$ cat config.mk
export PLATFORM = sky130hd
export DESIGN_NAME = lcd_pattern_scheduler
export DESIGN_NICKNAME = d
export VERILOG_FILES = /design/src/rtl/lcd_pattern_scheduler.sv
export SDC_FILE = /design/constraint.sdc
export NUM_CORES = 1
export LEC_CHECK = 0
export ABC_AREA = 1
export CORE_MARGIN = 10
export CORE_UTILIZATION = 55
export CTS_BUF_LIST = sky130_fd_sc_hd__clkbuf_4 sky130_fd_sc_hd__clkbuf_8 sky130_fd_sc_hd__clkbuf_16
export DETAILED_ROUTE_END_ITERATION = 7
export PLACE_DENSITY_LB_ADDON = 0.2
export RECOVER_POWER = 50
export SLEW_MARGIN = 25
export SYNTH_ARGS = -nofsm -noshare
export SYNTH_HDL_FRONTEND = slang
export SYNTH_SLANG_ARGS = --single-unit
$ cat constraint.sdc
create_clock -name PixelClk -period 2.33 [get_ports PixelClk]
set_input_delay 0.466 -clock PixelClk [delete_from_list [all_inputs] [get_ports PixelClk]]
set_output_delay 0.466 -clock PixelClk [all_outputs]
set_load 0.05 [all_outputs]
$ cat src/rtl/lcd_pattern_scheduler.sv
// Frame-synchronous RGB565 test-pattern source for the 800x480 panel path.
// Pixel coordinates are rebuilt from TG_DE/TG_VSYNC; pattern changes only at frame start.
module lcd_pattern_scheduler #(
   parameter int H_ACTIVE           = 800,
   parameter int V_ACTIVE           = 480,
   parameter int FRAMES_PER_PATTERN = 60,
   parameter int NUM_PATTERNS       = 5
) (
   input  logic        PixelClk,
   input  logic        RST,
   input  logic        TG_DE,
   input  logic        TG_HSYNC,
   input  logic        TG_VSYNC,
   input  logic        BTN_NEXT,
   input  logic        AUTO,
   output logic        LCD_DE,
   output logic        LCD_HSYNC,
   output logic        LCD_VSYNC,
   output logic [4:0]  LCD_R,
   output logic [5:0]  LCD_G,
   output logic [4:0]  LCD_B,
   output logic [2:0]  PATTERN,
   output logic [15:0] FRAME_CNT
);
   localparam logic [10:0] X_MAX    = 11'(H_ACTIVE - 1);
   localparam logic [9:0]  Y_MAX    = 10'(V_ACTIVE - 1);
   localparam logic [15:0] FC_LAST  = 16'(FRAMES_PER_PATTERN - 1);
   localparam logic [2:0]  PAT_LAST = 3'(NUM_PATTERNS - 1);
   localparam int          BAR_W    = H_ACTIVE / 8;

   typedef enum logic [1:0] {WAIT_VS, SHOW, BLANK} state_t;

   state_t      state_p0;
   logic [2:0]  pattern_p0;
   logic [15:0] frame_cnt_p0;
   logic        pending_p0;
   logic [10:0] x_p0;
   logic [9:0]  y_p0;
   logic        vs_hist_p0;
   logic        de_hist_p0;

   logic        vld_p1;
   logic        hs_p1;
   logic        vs_p1;
   logic [15:0] rgb_p1;

   logic        fs;
   logic        de_fall;
   logic        auto_due;
   logic        advance;
   logic        take_sw;
   logic        show_sel;
   logic [2:0]  pat_inc;
   logic [2:0]  pat_sel;

   function automatic logic [15:0] sat_inc(input logic [15:0] v, input logic [15:0] lim);
      return (v >= lim) ? lim : v + 16'd1;
   endfunction

   // Packed {R,G,B}; the bar index comes from a comparator chain instead of a divider.
   function automatic logic [15:0] pixel(input logic [2:0] pat, input logic [10:0] x,
                                         input logic [9:0] y);
      logic [2:0]  bar;
      logic [15:0] px;
      bar = 3'd0;
      for (int i = 1; i < 8; i++)
         if ({21'd0, x} >= i * BAR_W) bar = 3'(i);
      case (pat)
         3'd0: px = {{5{bar[2]}}, {6{bar[1]}}, {5{bar[0]}}};
         3'd1: px = (x[4:0] == 5'd0 || y[4:0] == 5'd0 || x == X_MAX || y == Y_MAX) ?
                    16'hFFFF : 16'h0000;
         3'd2: px = {x[9:5], y[8:3], 5'd0};
         3'd3: px = (x[5] ^ y[5]) ? 16'hFFFF : 16'h0000;
         3'd4: px = {5'h1F, 6'd0, 5'd0};
         default: px = 16'h0000;
      endcase
      return px;
   endfunction

   assign fs       = vs_hist_p0 & ~TG_VSYNC;
   assign de_fall  = de_hist_p0 & ~TG_DE;
   assign auto_due = AUTO && (frame_cnt_p0 == FC_LAST);
   assign advance  = pending_p0 | BTN_NEXT | auto_due;
   assign take_sw  = fs && (state_p0 == SHOW) && advance;
   assign pat_inc  = (pattern_p0 == PAT_LAST) ? 3'd0 : pattern_p0 + 3'd1;
   assign pat_sel  = take_sw ? pat_inc : pattern_p0;
   // Pixels in the frame-start cycle already follow the state being entered.
   assign show_sel = fs ? !take_sw : (state_p0 == SHOW);

   always_ff @(posedge PixelClk) begin
      if (RST) begin
         state_p0     <= WAIT_VS;
         pattern_p0   <= 3'd0;
         frame_cnt_p0 <= 16'd0;
         pending_p0   <= 1'b0;
         x_p0         <= 11'd0;
         y_p0         <= 10'd0;
         vs_hist_p0   <= 1'b1;
         de_hist_p0   <= 1'b1;
         vld_p1       <= 1'b0;
         hs_p1        <= 1'b1;
         vs_p1        <= 1'b1;
         rgb_p1       <= 16'd0;
      end else begin
         // p0: sync history and coordinate recovery
         vs_hist_p0 <= TG_VSYNC;
         de_hist_p0 <= TG_DE;
         x_p0 <= TG_DE ? 11'(sat_inc({5'd0, x_p0}, {5'd0, X_MAX})) : 11'd0;
         if (fs)
            y_p0 <= 10'd0;
         else if (de_fall)
            y_p0 <= 10'(sat_inc({6'd0, y_p0}, {6'd0, Y_MAX}));

         if (BTN_NEXT) pending_p0 <= 1'b1;
         if (fs) begin
            if (auto_due) pending_p0 <= 1'b1;
            case (state_p0)
               WAIT_VS: state_p0 <= SHOW;
               SHOW: begin
                  if (advance) begin
                     state_p0     <= BLANK;
                     pattern_p0   <= pat_sel;
                     frame_cnt_p0 <= 16'd0;
                     pending_p0   <= 1'b0;
                  end else begin
                     frame_cnt_p0 <= sat_inc(frame_cnt_p0, 16'hFFFF);
                  end
               end
               BLANK:   state_p0 <= SHOW;
               default: state_p0 <= WAIT_VS;
            endcase
         end

         // p1: panel-aligned outputs
         vld_p1 <= TG_DE;
         hs_p1  <= TG_HSYNC;
         vs_p1  <= TG_VSYNC;
         rgb_p1 <= (TG_DE && show_sel) ? pixel(pat_sel, x_p0, y_p0) : 16'h0000;
      end
   end

   assign LCD_DE    = vld_p1;
   assign LCD_HSYNC = hs_p1;
   assign LCD_VSYNC = vs_p1;
   assign LCD_R     = rgb_p1[15:11];
   assign LCD_G     = rgb_p1[10:5];
   assign LCD_B     = rgb_p1[4:0];
   assign PATTERN   = pattern_p0;
   assign FRAME_CNT = frame_cnt_p0;

endmodule

=== Word-level counts from Yosys, hierarchy flattened ===
Cells that the tools add are included.
Widths: inputs -> output; s select.

* Flip-flop bits (word level): 63
* Latch bits: 0
* RAM bits: 0
* Bits in read-only memories: 0
* Bits of input ports: 7
* Output and inout bits: 38
* Logic and storage cells: 89
* Memories kept: 0

* Add/sub/neg operators: 4
* $mul: 0
* Divide/modulo/power cells: 0
* Magnitude comparators: 10
* Equality and inequality tests: 11
* Shift operators: 0
* Mux-type cells: 24
* Bitwise operators: 8
* Reduce and logical (&&, ||, !) cells: 20

{| class="wikitable"
|+ Operators with widths
! operator !! count
|-
| $pmux 16 s5 || 1
|-
| $mux 16 || 4
|-
| $ge 11x10->1 const B || 3
|-
| $ge 11x9->1 const B || 3
|-
| $mux 3 || 8
|-
| $mux 10 || 2
|-
| $add 16x1->16 const B || 1
|-
| $eq 16x6->1 const B || 1
|-
| $ge 16x16->1 const B || 1
|-
| $add 11x1->11 const B || 1
|-
| $eq 11x10->1 const B || 1
|-
| $ge 11x7->1 const B || 1
|-
| $ge 11x8->1 const B || 1
|-
| $add 10x1->10 const B || 1
|-
| $eq 10x9->1 const B || 1
|-
| $ge 10x9->1 const B || 1
|-
| $logic_not 5->1 || 2
|-
| $reduce_or 2->1 || 4
|-
| $mux 1 || 7
|-
| $eq 3x2->1 const B || 2
|-
| $eq 3x3->1 const B || 2
|-
| $logic_and 1x1->1 || 4
|-
| $pmux 2 s2 || 1
|-
| $reduce_and 2->1 || 2
|-
| other kinds (16) || 22
|}

=== Logic depth before layout (Yosys ltp) ===
Gate-level depths: netlist of the first run.

* Depth after elaboration: 9
* Mapped depth: 16
* Depth with buffers taken out: 15

=== Least setup slack after synthesis of the first run ===
No wires, ideal clock.

* Kind: reg-to-reg
* Start: reg frame_cnt_p0[0] (netlist: FRAME_CNT[0])
* End: reg rgb_p1[7]
* Library setup time: 0.109 ns
* Arrival: 1.998 ns
* Data required time: 2.221 ns
* Setup slack: 0.223 ns
* Stages on the path, launching flop included: 16
* Path buffers: 1
* Clock period less this slack: 2.107 ns
* Cell sequence: dfxtp_1 > ha_1 > nand2_1 > inv_1 > nand2_1 > nor2_1 > nand2_2 > nand2_4 > nand3_2 > nand2_4 > clkinv_2 > buf_4 > nand4_1 > nand3_1 > nand2_1 > inv_1

* Word-level cells in the longest chain between the ends: 9
* Elaborated cells between the ends (all ways): 16
* Those cells by class: 5 x eq/ne; 3 x mux; 2 x bitwise; 6 x reduce/logical

{| class="wikitable"
|+ Ends and longest elaborated chain
! element !! RTL line !! source
|-
| start: declaration || 35 || <nowiki>logic [15:0] frame_cnt_p0;</nowiki>
|-
| start signal: assignment || 126 || <nowiki>frame_cnt_p0 <= sat_inc(frame_cnt_p0, 16'hFFFF);</nowiki>
|-
| $eq 16x6->1 (*) || 82 || <nowiki>assign auto_due = AUTO && (frame_cnt_p0 == FC_LAST);</nowiki>
|-
| $logic_and 1x1->1 (*) || 82 ||
|-
| $or 1x1->1 (*) || 83 || <nowiki>assign advance = pending_p0 | BTN_NEXT | auto_due;</nowiki>
|-
| $logic_and 1x1->1 (*) || 84 || <nowiki>assign take_sw = fs && (state_p0 == SHOW) && advance;</nowiki>
|-
| branches (longest 5 deep; another with $pmux 16 s5) || n/a ||
|-
| end signal: assignment || 138 || <nowiki>rgb_p1 <= (TG_DE && show_sel) ? pixel(pat_sel, x_p0, y_p0) : 16'h0000;</nowiki>
|-
| end: declaration || 45 || <nowiki>logic [15:0] rgb_p1;</nowiki>
|}

Every way passes the cells marked *.
A chain may end at the register's enable or synchronous reset.

=== Final worst setup path of the first run ===
* Start: reg frame_cnt_p0[10] (netlist: FRAME_CNT[10])
* End: out FRAME_CNT[10]

{| class="wikitable"
|+ RTL lines
! element !! RTL line !! source
|-
| end: declaration || 23 || <nowiki>output logic [15:0] FRAME_CNT</nowiki>
|}

No word-level cell between the ends.

==> results.cfg, run 1 <==
[die]
pin_count = 45
fp-row-count = 27
die_y_um = 96.54
core-area_um2 = 5608
start_util_pct = 57.45
die_w_um = 96.54
die_area_um2 = 9319

[layout]
fin_util_pct = 70.37
layout_commonest_cell = nand2_1
nNetsFinal = 521
n_fill_cell = 492
areaGrowthSynthToFinish_pct = 22.49
diodes = 0
layout-drive-gt1-share_pct = 11.13
final_cells = 584
final_cell_mix = nand2_1, inv_1, dfxtp_1

[flow_run]
max_cap_viol_count = 0

[detailed_routing]
drc = 0
vias = 3055
via_per_inst = 5.231
first_iter_violations = 233
wirelength_um = 7735
ant_nets = 0
drt_first_pass_iters = 5
wl_per_cell_um = 13.24

[worst_setup_path]
critPathLaunchType = flop
crit_arrival_ns = 1.67
cp.buffers_inverters = 1
critPathKind = reg -> out
crit_slowest_cell = clkdlybuf4s50_1
crit_path_end_kind = primary output
cp_slowest_stage_delay_ns = 0.86
worstPathCellList = clkdlybuf4s50_1
crit_family = buffers and inverters
critPathRequiredTime_ns = 1.86
worstPathMaxFanout = 7

[sta]
whs_ns = 0.4668
slew_headroom_pct = 59.63
final-hold-violation-count = 0
setup_tns_ns = 0
finalSetupViolCount = 0
rsz0062_at_grt = no
worst_pin_slew_ns = 0.6009
fmax_mhz = 468.1
post-route-min-period_ns = 2.136
fin_worst_skew_ns = 0.009890
fin_ws_ns = 0.1937
slew_violations = 0
period_share_pct = 91.69

[global_routing]
grt_max_degree = 14
grt_pass1_wl_um = 12920
grt_pass1_vias = 2839
grt_usage_pct = 17.16
grt.overflow.total = 0
antenna_found_initial = 0

[clock_network]
cts_tree = built
clkTransAtPathRegs_ns = 0.06
clk_latency_ns = 0.34
cts.path.max_buffers = 2
post_cts_buffers = 0
cts_sinks = 59
ctsHtreeMaxLevel = 3
cts_resized = 0
holdBufCountCts = 0
clockRootBuffer = clkbuf_8
cts_made_buffers = 9

[power]
leakagePower_nw = 1.798
peakVddDrop_mv = 0.4271
powerDensity_nw_per_um2 = 615.5

[synthesis]
synth_top_area_share_pct = 36.66
synth_area_leaders = dfxtp_1, nand2_1, inv_1
yosysTopAreaCell = dfxtp_1
synth_nets = 469
synth_ff_type = dfxtp_1
synth_edf_count = 0
yosys_warnings = 0
synth_cell_types = 40
syn_avg_cell_area_um2 = 7.081
syn_inst = 455
synthArstFlopShare_pct = 0
seq_area_frac_synth_pct = 36.66
synth-seq-cells = 59
netlist_area_um2 = 3222

[status]
outcome = complete, no violations

[placed_design]
place_inst = 568
pre_cts_ws_ns = 0.01620
dp_hpwl_um = 5898
io_buffers = 44
place_congestion = 0.9704

[min_path]
hp-class = reg -> reg
flip-flops by register name (all words and copies together) (netlist names):
name and count:
LCD_HSYNC 1, state_p0 2, y_p0 10, pending_p0 1, PATTERN 3, de_hist_p0 1, x_p0 11, FRAME_CNT 16
LCD_DE 1, rgb_p1 12, LCD_VSYNC 1
area by class of cell:
cell class / count / area (µm²) / area share, %
Inverter: 76 / 286.5 / 7.261
Sequential cell: 59 / 1181 / 29.93
Clock inverter: 5 / 75.07 / 1.902
Tap cell: 72 / 90.09 / 2.283
Multi-Input combinational cell: 308 / 1665 / 42.20
Timing Repair Buffer: 53 / 496.7 / 12.59
Clock buffer: 11 / 151.4 / 3.836
cells by family (layout without fill, tap and decap cells):
logic type	Yosys count	after routing	synth area share, %
AND/OR/NAND/NOR	216	216	32.31
buffers and inverters	88	145	11.57
AO/OA/AOI/OAI	66	66	11.73
flip-flops	59	59	36.66
XOR/XNOR	18	18	4.893
adder cells (fa/ha/maj)	7	7	2.718
other	1	1	0.1164
metal layers:
metal	share of wire [%]	track usage [%]	up-vias
met5	0	0	-
met4	1.4	6.174	0
met3	9.0	4.009	11
met2	44	26.22	110
met1	46	23.05	1355
li1	-	-	1579
cells in the mapped netlist (all sizes together) (2+ instances only):
master	count
a21o	2
a21oi	21
a31oi	3
buf	11
clkinv	2
dfxtp	59
ha	7
inv	74
nand2	90
nand3	31
nand4	24
nor2	55
nor3	9
nor4	3
o211ai	2
o21ai	27
o22ai	3
o31ai	5
or2	2
xnor2	5
xor2	13
stage by stage:
step	cell area [µm²]	power [mW]
6_report	3946	2.429
5_1_grt	3946	2.527
4_1_cts	3960	2.455
3_5_place_dp	3734	1.403
3_3_place_gp	3734	1.398
2_1_floorplan	3222	1.312
power breakdown:
| part | switching [mW] | internal (mW) | leakage (nW) |
|---|---|---|---|
| Combinational | 0.214 | 0.103 | 1.20 |
| Clock | 0.400 | 0.655 | 0.119 |
| Sequential | 0.0187 | 1.04 | 0.480 |
| Total | 0.633 | 1.80 | 1.80 |
final timing paths:
check | startpoint | endpoint | slack [ns] | cells after the start
setup reg to reg | FRAME_CNT[0] | FRAME_CNT[7] | 0.24 | 9
hold / removal | y_p0[9] | y_p0[9] | 0.47 | 2
hold reg to reg | y_p0[9] | y_p0[9] | 0.47 | 2
setup / recovery | FRAME_CNT[10] | FRAME_CNT[10] | 0.19 | 1
Note: power is estimated with default switching activity, not from simulation.
==> inputs of run 2 (changes only) <==
--- a/config.mk
+++ b/config.mk
@@ -6,10 +6,13 @@
 export NUM_CORES = 1
 export LEC_CHECK = 0
 export ABC_AREA = 1
+export CELL_PAD_IN_SITES_DETAIL_PLACEMENT = 1
+export CELL_PAD_IN_SITES_GLOBAL_PLACEMENT = 2
 export CORE_MARGIN = 10
-export CORE_UTILIZATION = 55
+export CORE_UTILIZATION = 31
 export CTS_BUF_LIST = sky130_fd_sc_hd__clkbuf_4 sky130_fd_sc_hd__clkbuf_8 sky130_fd_sc_hd__clkbuf_16
 export DETAILED_ROUTE_END_ITERATION = 7
+export GPL_TIMING_DRIVEN = 0
 export PLACE_DENSITY_LB_ADDON = 0.2
 export RECOVER_POWER = 50
 export SLEW_MARGIN = 25
==> run 2 against run 1 <==
Against the previous run: register-to-register slack gained 0.03 ns; sequential power is essentially flat; design area is 3.1% higher; total power up 1.5%; flip-flop and latch count unchanged; global-route usage shrank 4.0 points; non-clock buffer count is 3 higher; core utilization fell by 31 points; hold slack improved by 0.015 ns; clock power hardly changed; first-iteration DRC count fell by 58%.
==> results.cfg, run 2 (synthesis gave the netlist of run 1 again) <==
[sta]
fin_ws_ns = 0.1619
slew_headroom_pct = 58.06
finalSetupViolCount = 0
fin_worst_skew_ns = 0.008121
period_share_pct = 93.05
setup_tns_ns = 0
whs_ns = 0.4820
fmax_mhz = 461.2
worst_pin_slew_ns = 0.6268
slew_violations = 0
rsz0062_at_grt = no
post-route-min-period_ns = 2.168
final-hold-violation-count = 0

[die]
die_w_um = 121.9
core-area_um2 = 10230
fp-row-count = 37
die_area_um2 = 14870
start_util_pct = 31.49
die_y_um = 121.9
pin_count = 45

[global_routing]
antenna_found_initial = 0
grt.overflow.total = 0
grt_usage_pct = 13.12
grt_max_degree = 11
grt_pass1_wl_um = 15790
grt_pass1_vias = 3089

[detailed_routing]
drt_first_pass_iters = 4
vias = 3066
wirelength_um = 9378
first_iter_violations = 99
via_per_inst = 4.710
drc = 0
wl_per_cell_um = 14.41
ant_nets = 0

[clock_network]
clk_latency_ns = 0.34
cts.path.max_buffers = 2
clkTransAtPathRegs_ns = 0.07
cts_made_buffers = 9
cts_sinks = 59
ctsHtreeMaxLevel = 3
cts_tree = built
clockRootBuffer = clkbuf_8
holdBufCountCts = 0

[placed_design]
io_buffers = 44
place_congestion = 0.8610
pre_cts_ws_ns = -0.09149
dp_hpwl_um = 7271

[layout]
areaGrowthSynthToFinish_pct = 26.25
nNetsFinal = 524
final_cell_mix = nand2_1, inv_1, dfxtp_1
n_fill_cell = 1295
diodes = 0
layout_commonest_cell = nand2_1
layout-drive-gt1-share_pct = 12.62
largest_reg_flops = 16

[worst_setup_path]
worstPathMaxFanout = 8
critPathRequiredTime_ns = 1.86
crit_family = buffers and inverters
critPathLaunchType = flop
crit_path_end_kind = primary output
cp.buffers_inverters = 1
cp_slowest_stage_delay_ns = 0.88
crit_slowest_cell = clkdlybuf4s50_1
critPathKind = reg -> out
worstPathCellList = clkdlybuf4s50_1
crit_arrival_ns = 1.70

[min_path]
hp-class = reg -> reg

[power]
finalPower_mw = 2.465
powerDensity_nw_per_um2 = 606.0
peakVddDrop_mv = 0.2323
leakagePower_nw = 1.836

[flow_run]
max_cap_viol_count = 0

[status]
outcome = complete, no violations
-- run 2: power by group --
group | switching, mW | total (mW) | internal, mW | leakage [nW]
sequential | 0.0203 | 1.06 | 1.04 | 0.480
clock | 0.427 | 1.08 | 0.655 | 0.119
combinational | 0.219 | 0.324 | 0.105 | 1.24
total | 0.666 | 2.46 | 1.80 | 1.84
-- run 2: metal layers --
metal | track usage, % | vias to the layer above | routed length [µm] | part of all wire [%]
met2 | 20.59 | 46 | 4313 | 46
li1 | - | 1591 | - | -
met3 | 3.377 | 2 | 377 | 4.0
met4 | 4.247 | 0 | 43 | 0.46
met1 | 17.16 | 1427 | 4644 | 50
met5 | 0 | - | 0 | 0
-- run 2: worst min-delay path: cells and delay by family (launching register included) --
kind | cells | cell delay [ns]
AND/OR/NAND/NOR | 1 | 0.05
flip-flops | 1 | 0.31
buffers and inverters | 1 | 0.07
-- run 2: worst paths after layout --
| kind | from | endpoint | slack, ns | cells past startpoint |
|---|---|---|---|---|
| worst min-delay path | y_p0[9] | y_p0[9] | 0.48 | 2 |
| worst min register to register | y_p0[9] | y_p0[9] | 0.48 | 2 |
| worst max-delay path | FRAME_CNT[12] | FRAME_CNT[12] | 0.16 | 1 |
| worst max register to register | FRAME_CNT[1] | FRAME_CNT[11] | 0.27 | 15 |
-- run 2: final cells by class --
cell class	instances	area (µm²)	area share, %
Sequential cell	59	1182	29.07
Tap cell	136	170.2	4.183
Buffer	12	86.33	2.122
Multi-Input combinational cell	308	1675	41.19
Clock buffer	11	151.4	3.722
Timing Repair Buffer	44	440.4	10.83
Inverter	76	286.5	7.044
Clock inverter	5	75.07	1.846
-- run 2: timing repair --
item | CTS | global route
setup endpoints to repair | 0 | 3
buffers inserted | 0 | 0
resized for setup | 0 | 3
-- run 2: through the flow --
stage | std cells | instance area [µm²] | util (%)
floorplan | 455 | 3222 | -
global placement | 635 | 3832 | 37.46
detailed placement | 635 | 3832 | 37.46
CTS | 651 | 4059 | 39.67
global route | 651 | 4068 | 39.76
finish | 651 | 4068 | 39.76
